`src/rtl/neuron_pkg.sv`:
```
// Shared types, config address map and reset defaults for the sequenced threshold network.
package neuron_pkg;

  typedef enum logic [1:0] {IDLE, HID, OUT, DONE} state_t;

  localparam int OFF_W0   = 0;
  localparam int OFF_W1   = 1;
  localparam int OFF_BIAS = 2;
  localparam int OFF_THR  = 3;

  function automatic int out_base(input int nh);
    return 4 * nh;
  endfunction

  // Smallest accumulator that cannot overflow: two hidden products plus a bias.
  function automatic int acc_width(input int cw, input int xw);
    return $clog2(2 * ((1 << cw) - 1) * ((1 << xw) - 1) + (1 << cw));
  endfunction

  // Fixed network loaded at reset; anything past address 11 starts at zero.
  function automatic int cfg_default(input int addr);
    case (addr)
      0:       return 2;
      1:       return 1;
      2:       return 1;
      3:       return 6;
      4:       return 1;
      5:       return 3;
      6:       return 2;
      7:       return 10;
      8:       return 2;
      9:       return 2;
      10:      return 0;
      11:      return 2;
      default: return 0;
    endcase
  endfunction

endpackage

```
`src/rtl/neuron_mac.sv`:
```
// Shared multiply-accumulate: acc_out = (clr ? bias : acc_in) + w*x, unsigned.
module neuron_mac #(
  parameter int CW   = 8,
  parameter int XW   = 4,
  parameter int ACCW = 14
) (
  input  logic            clr,
  input  logic [ACCW-1:0] acc_in,
  input  logic [CW-1:0]   bias,
  input  logic [CW-1:0]   w,
  input  logic [XW-1:0]   x,
  output logic [ACCW-1:0] acc_out
);

  logic [CW+XW-1:0] prod;

  assign prod    = w * x;
  assign acc_out = (clr ? ACCW'(bias) : acc_in) + ACCW'(prod);

endmodule

```
`src/rtl/neuron_layer_seq.sv`:
```
// Time-multiplexed two-layer threshold network: NUM_HID hidden neurons then one output
// neuron, all evaluated through a single MAC with a runtime-writable config file.
module neuron_layer_seq
  import neuron_pkg::*;
#(
  parameter int NUM_HID = 2,
  parameter int XW      = 4,
  parameter int CW      = 8,
  parameter int ACCW    = 14
) (
  input  logic                clk,
  input  logic                rst,
  input  logic                in_valid,
  output logic                in_ready,
  input  logic [2*XW-1:0]     in_x,
  output logic                out_valid,
  input  logic                out_ready,
  output logic                out_y,
  output logic [NUM_HID-1:0]  out_hid,
  output logic                busy,
  input  logic                cfg_we,
  input  logic [7:0]          cfg_addr,
  input  logic [CW-1:0]       cfg_wdata,
  output logic                cfg_err
);

  localparam int NCFG = 5 * NUM_HID + 2;
  localparam int AW   = $clog2(NCFG);
  localparam int KW   = (NUM_HID > 1) ? $clog2(NUM_HID) : 1;
  localparam int OB   = out_base(NUM_HID);

  state_t state, state_nx;
  logic [KW-1:0]      k, j;
  logic               ph;
  logic [ACCW-1:0]    acc, mac_out;
  logic [2*XW-1:0]    xr;
  logic [NUM_HID-1:0] hid;
  logic [CW-1:0]      cfg [NCFG];
  logic [CW-1:0]      op_w, op_b, op_t;
  logic [XW-1:0]      op_x;
  logic               op_clr, gt, accept, cfg_ok, last_k, last_j;

  assign in_ready  = (state == IDLE);
  assign busy      = (state != IDLE);
  assign out_valid = (state == DONE);
  assign accept    = in_valid && in_ready;
  assign cfg_ok    = (state == IDLE) && (int'(cfg_addr) < NCFG);
  assign last_k    = (k == KW'(NUM_HID - 1));
  assign last_j    = (j == KW'(NUM_HID - 1));

  // Operand mux: hidden phase selects W0/x0 or W1/x1; output layer walks V_j over hid[j].
  always_comb begin
    op_w   = '0;
    op_b   = '0;
    op_t   = '0;
    op_x   = '0;
    op_clr = 1'b0;
    if (state == OUT) begin
      op_w   = cfg[AW'(OB + int'(j))];
      op_b   = cfg[AW'(OB + NUM_HID)];
      op_t   = cfg[AW'(OB + NUM_HID + 1)];
      op_x   = XW'(hid[j]);
      op_clr = (j == '0);
    end else begin
      op_w   = ph ? cfg[AW'(4 * int'(k) + OFF_W1)] : cfg[AW'(4 * int'(k) + OFF_W0)];
      op_b   = cfg[AW'(4 * int'(k) + OFF_BIAS)];
      op_t   = cfg[AW'(4 * int'(k) + OFF_THR)];
      op_x   = ph ? xr[2*XW-1:XW] : xr[XW-1:0];
      op_clr = !ph;
    end
  end

  neuron_mac #(.CW(CW), .XW(XW), .ACCW(ACCW)) u_mac (
    .clr     (op_clr),
    .acc_in  (acc),
    .bias    (op_b),
    .w       (op_w),
    .x       (op_x),
    .acc_out (mac_out)
  );

  assign gt = (mac_out > ACCW'(op_t));

  always_comb begin
    state_nx = state;
    case (state)
      IDLE:    if (accept) state_nx = HID;
      HID:     if (ph && last_k) state_nx = OUT;
      OUT:     if (last_j) state_nx = DONE;
      DONE:    if (out_ready) state_nx = IDLE;
      default: state_nx = IDLE;
    endcase
  end

  always_ff @(posedge clk or posedge rst) begin
    if (rst) state <= IDLE;
    else     state <= state_nx;
  end

  always_ff @(posedge clk or posedge rst) begin
    if (rst) begin
      k       <= '0;
      j       <= '0;
      ph      <= 1'b0;
      acc     <= '0;
      xr      <= '0;
      hid     <= '0;
      out_y   <= 1'b0;
      out_hid <= '0;
      cfg_err <= 1'b0;
      for (int i = 0; i < NCFG; i++) cfg[AW'(i)] <= CW'(cfg_default(i));
    end else begin
      cfg_err <= cfg_we && !cfg_ok;
      if (cfg_we && cfg_ok) cfg[AW'(cfg_addr)] <= cfg_wdata;
      case (state)
        IDLE: if (accept) begin
          xr      <= in_x;
          out_hid <= '0;
          hid     <= '0;
          k       <= '0;
          ph      <= 1'b0;
        end
        HID: begin
          ph <= !ph;
          if (!ph) acc <= mac_out;
          else begin
            hid[k] <= gt;
            if (last_k) j <= '0;
            else        k <= k + KW'(1);
          end
        end
        OUT: begin
          acc <= mac_out;
          if (last_j) begin
            out_y   <= gt;
            out_hid <= hid;
          end else j <= j + KW'(1);
        end
        default: ;
      endcase
    end
  end

endmodule
```
`config.mk`:
```
export PLATFORM = sky130hd
export DESIGN_NAME = neuron_layer_seq
export DESIGN_NICKNAME = d
export VERILOG_FILES = /design/src/rtl/neuron_pkg.sv /design/src/rtl/neuron_mac.sv /design/src/rtl/neuron_layer_seq.sv
export SDC_FILE = /design/constraint.sdc
export NUM_CORES = 1
export LEC_CHECK = 0
export BUFFER_PORTS_ARGS = -buffer_cell sky130_fd_sc_hd__clkbuf_2
export CAP_MARGIN = 15
export CORE_AREA = 2 2 161 147
export CTS_BUF_LIST = sky130_fd_sc_hd__clkbuf_4 sky130_fd_sc_hd__clkbuf_8
export DETAILED_ROUTE_END_ITERATION = 10
export DIE_AREA = 0 0 163 149
export GPL_TIMING_DRIVEN = 0
export RECOVER_POWER = 100
export SLEW_MARGIN = 5
export SYNTH_ARGS = -nofsm -noshare
export SYNTH_HDL_FRONTEND = slang
export SYNTH_SLANG_ARGS = --single-unit
```
`constraint.sdc`:
```
create_clock -name clk -period 17.99 [get_ports clk]
set_clock_uncertainty 0.2 [all_clocks]
set_input_delay 3.598 -clock clk [delete_from_list [all_inputs] [get_ports clk]]
set_output_delay 3.598 -clock clk [all_outputs]
set_load 0.02 [all_outputs]
```
# Word level (Yosys, flattened, before mapping)
# Cells that the tools add are included.
# totals
reg_bits,129
in_bits,29
out_inout_bits,7
wordCells,135
# classes
n_addsub,7
mul,1
magnitude_cmp,12
eq_ne,10
muxes,52
bitwise_logic,8
reduce_logical,23
# op_table
cell,n
$bmux 8 s4,5
$mux 8,15
$bwmux 96,1
$demux 8 s4,1
$mux 14,2
$pmux 14 s2,1
$ge 4x5->1 const B,5
$not 4->4,4
$add 14x12->14,1
$gt 14x8->1,1
$mux 2,7
$mul 8x4->12,1
$mux 1,10
$ne 2x2->1 const B,5
$reduce_and 2->1,5
$reduce_and 3->1,3
$add 3x2->4 const B,2
$lt 8x4->1 const B,1
$mux 4,2
$pmux 2 s2,2
$pmux 2 s4,1
$reduce_bool 2->1,4
$logic_and 1x1->1,7
$pmux 1 s2,3
18 further kinds,24

# Depth between registers and ports, before layout
# depth
ltp_word,13
ltp_mapped,27
mapped_depth_nobuf,25

# Cells and area by module
# From an unflattened synthesis, not the netlist that was laid out.
# unflattened
hier_cells,548
hier_area_um2,6759.0
# modules_own_cells
mod,instances,cells_each,area_per_inst_um2,seq_area_each_um2
neuron_layer_seq,1,373,5231.3,2921.6
neuron_mac,1,175,1527.7,0.0

# Least setup slack after synthesis
# No wires, ideal clock.
# synth_timing
path_type,input to register
start,input port rst
end,register cfg[24] (netlist name) (enable)
setup_ns,0.383
arrival_ns,6.559
required_time_ns,17.407
slack_ns,10.848
cell_stages,3
n_path_buf,0
cell_sequence,inv_1 > nand3_1 > nor3_1
# synth_between
elab_chain_len,2
# synth_rtl
element,line_no,rtl
start: declaration,neuron_layer_seq.sv:12,"input logic rst,"
$not 1->1 (no line),--,
$reduce_and 2->1 (no line),--,
end signal: indexed assignment,neuron_layer_seq.sv:114,if (cfg_we && cfg_ok) cfg[AW'(cfg_addr)] <= cfg_wdata;
end: declaration,neuron_layer_seq.sv:38,logic [CW-1:0] cfg [NCFG];
# Every way passes these cells.
# A chain may end at the register's enable or synchronous reset.

# Final worst setup path
# layout_timing
start,input port rst
end,register cfg[31] (netlist name) (enable)
# The elaborated chain is that of the path after synthesis.

==> metrics.csv <==
metric,value,unit
number of hold buffers added after cts,0,
clk_lat worst skew,440,ps
Syn-to-layout area delta,14.0,%
kind of critical path,input pin to flip-flop,
Yosys warnings,0,
Avg Inst Size Synth,11.6,sq um
Slew Limit Fails,101,
Worst VDD drop,0.0863,mV
Crit Path Max Fanout,59,
"area leader, netlist",dfrtp_1,
Fin Hold WS,272,ps
ys async rst share,85.8,%
final setup violation count,0,
crit path time final,8040,ps
fin nets,717,
fmax,0.124,GHz
1st-pass router iterations,4,
Main synth FF type,dfrtp_1,
first-pass GRT wire length,24.9,mm
RR Endpoint,hid[0],
antenna-violating nets left,0,
CP startpoint kind,input pin,
post-synthesis mux area share,21.5,%
Simple-Gate Fraction of Synth Area,9.91,%
class of the worst hold path,flip-flop to flip-flop,
Post-synth EDFFs,16,
Synth Area in Compound Gates,8.13,%
max_slew headroom,-71.0,%
WP data arrival,7940,ps
Post-Syn Nets,661,
Worst Hold Depth,1,
Clock Sinks,113,
xor/xnor share of the synthesized area,0.914,%
total CTS buffers,17,
register bit total from synthesis,113,
Rows,53,
status,finished with violations,
WP buf/inv,4,
HP Start,acc[12],
drt wl/cell,16.1,um
via/cell ratio,4.80,
DIE AREA,24300,sq um
Crit path depth,6,
vias in the first global route,4616,
Post-DP Area,7290,sq um
cell family with most CP delay,buffers and inverters,
Clock Path Buffers,2,
total track usage,13.5,%
period utilization,44.7,%
top-count cell post-synth,mux2_2,
M1 WL,7.60,mm
port buffer count,35,
failing checks,"max-capacitance violations, max-slew violations",
DRC viols,0,
Slew @ Worst Pin,2550,ps
cts repair resizes,0,
Root Driver,clkbuf_8,
CTS tree,built,
top post-synthesis cells by area,"dfrtp_1 32%, mux2_2 15%, edfxtp_1 7.2%",
MaxCap Viol Count,2,
ANT cells,0,
post-synthesis sequential area ratio,43.6,%
FF-to-FF path depth,26,
layout cells sized above 1,26.2,%
Die Width,163,um
WL final,15.2,mm
Worst EP required,17890,ps
Post-Synthesis Cells,577,
htree depth,4,
setup TNS,0,ps
total gr overflow,0,
post-route cell area,7640,sq um
Yosys top cell area share,32.1,%
Yosys cell types,55,
initial cell density of the core,29.3,%
Placer Congestion,0.814,
"top cells by count, synth","88 x mux2_2, 86 x dfrtp_1, 57 x nor2_1, 37 x inv_1, 34 x ha_1",
Reg2Reg Setup Slack,10430,ps
largest net degree at the start of global routing,60,
Synth Area in Adders,12.6,%
met2 WL,6.84,mm
Design Power,0.00110,W
pwr/cell area,144,nW/um^2
Hold EP,acc[12],
main combinational cell family by area after synthesis,multiplexers,
post-CTS setup buffers,0,
Synth Cell Area,6710,sq um
RSZ-0062 raised after global routing,no,
io pins,36,
initial antenna violation count,0,
Chip Height,149,um
"CTS clk-pin slew, worst paths",70,ps
most frequent CP cell,clkbuf_1,
DP HPWL,11.3,mm
leak pwr,3.51,nW
Final Hold Viols,0,
worst-path cell chain,clkbuf_2 > clkinvlp_2 > clkbuf_1 > nand3_1 > nor3_1 > clkbuf_1,
met3 WL,661,um
core area,22900,sq um
critical path endpoint category,flip-flop,
Layout fillers,2333,
R2R Path Start,state[0],
initial DRC count,268,
Via Count,4547,
highest routing layer actually used,met4,
"slowest stage delay, CP",1710,ps
"Slowest-stage cell, CP",clkbuf_1,
## through the flow
| step | setup WS, ps | util, % | instances |
|---|---|---|---|
| 5_1_grt | 9080 | 33.4 | 948 |
| 4_1_cts | 10860 | 33.8 | 948 |
| 6_report | 9950 | 33.4 | 948 |
| 2_1_floorplan | 10850 | - | 577 |
| 3_3_place_gp | 9380 | 31.7 | 914 |
| 3_5_place_dp | 10900 | 31.9 | 916 |
## flip-flops by register name, indices dropped and copies added (netlist names), 2 cells and up
| register | flops |
|---|---|
| acc | 14 |
| cfg | 80 |
| state | 2 |
| hid | 2 |
| out_hid | 2 |
| xr | 8 |
## worst max path at each step
| stage | startpoint | end |
|---|---|---|
| global route | rst | cfg[27] |
| floorplan | rst | cfg[24] |
| CTS | state[0] | hid[0] |
| global placement | rst | cfg[29] |
| detailed placement | state[0] | hid[0] |
| finish | rst | cfg[31] |
## power by group
part           switching [W]  internal, W
combinational       0.000313     0.000205
sequential         0.0000181     0.000294
clock               0.000107     0.000161
## cell usage in the layout, fill, tap and decap left out, types with 6 or more instances in the layout
cell / instances
xnor2_1: 6
o21ai_0: 19
dfstp_2: 11
edfxtp_1: 16
o21a_1: 6
dfrtp_1: 86
nor3_1: 10
nand3_1: 11
clkbuf_1: 30
clkbuf_8: 22
nor2_1: 60
mux2i_1: 27
nand2_1: 31
mux2_2: 88
clkbuf_2: 19
ha_1: 34
fa_1: 21
a21o_1: 7
a21oi_1: 25
inv_1: 36
mux4_2: 8
## cell type report
class / instances / area (sq um) / area share, %
Multi-Input combinational cell: 407 / 3510 / 45.9
Sequential cell: 113 / 2920 / 38.2
Tap cell: 302 / 378 / 4.94
Clock buffer: 25 / 325 / 4.26
Timing Repair Buffer: 37 / 161 / 2.11
Inverter: 37 / 140 / 1.83
Clock inverter: 7 / 121 / 1.59
Buffer: 20 / 86.3 / 1.13
## layer usage
metal / track usage [%] / vias up
met5: 0 / -
li1: - / 2162
met3: 3.17 / 15
met1: 18.9 / 2277
met2: 20.8 / 93
met4: 4.07 / 0
## kinds of logic after synthesis
kind of cell	after synthesis
mux	123
simple gates	139
compound gates	83
buf+inv	57
xor+xnor	7
fa+ha+maj	55
flops	113
## worst reg2reg max path: cells and delay by family, from the launching register on
kind / cells / cell delay, ps
fa+ha+maj: 6 / 2390
buf+inv: 7 / 1450
compound gates: 7 / 1430
simple gates: 5 / 1290
flops: 1 / 380
xor+xnor: 1 / 310
(Power assumes the default switching activity.)
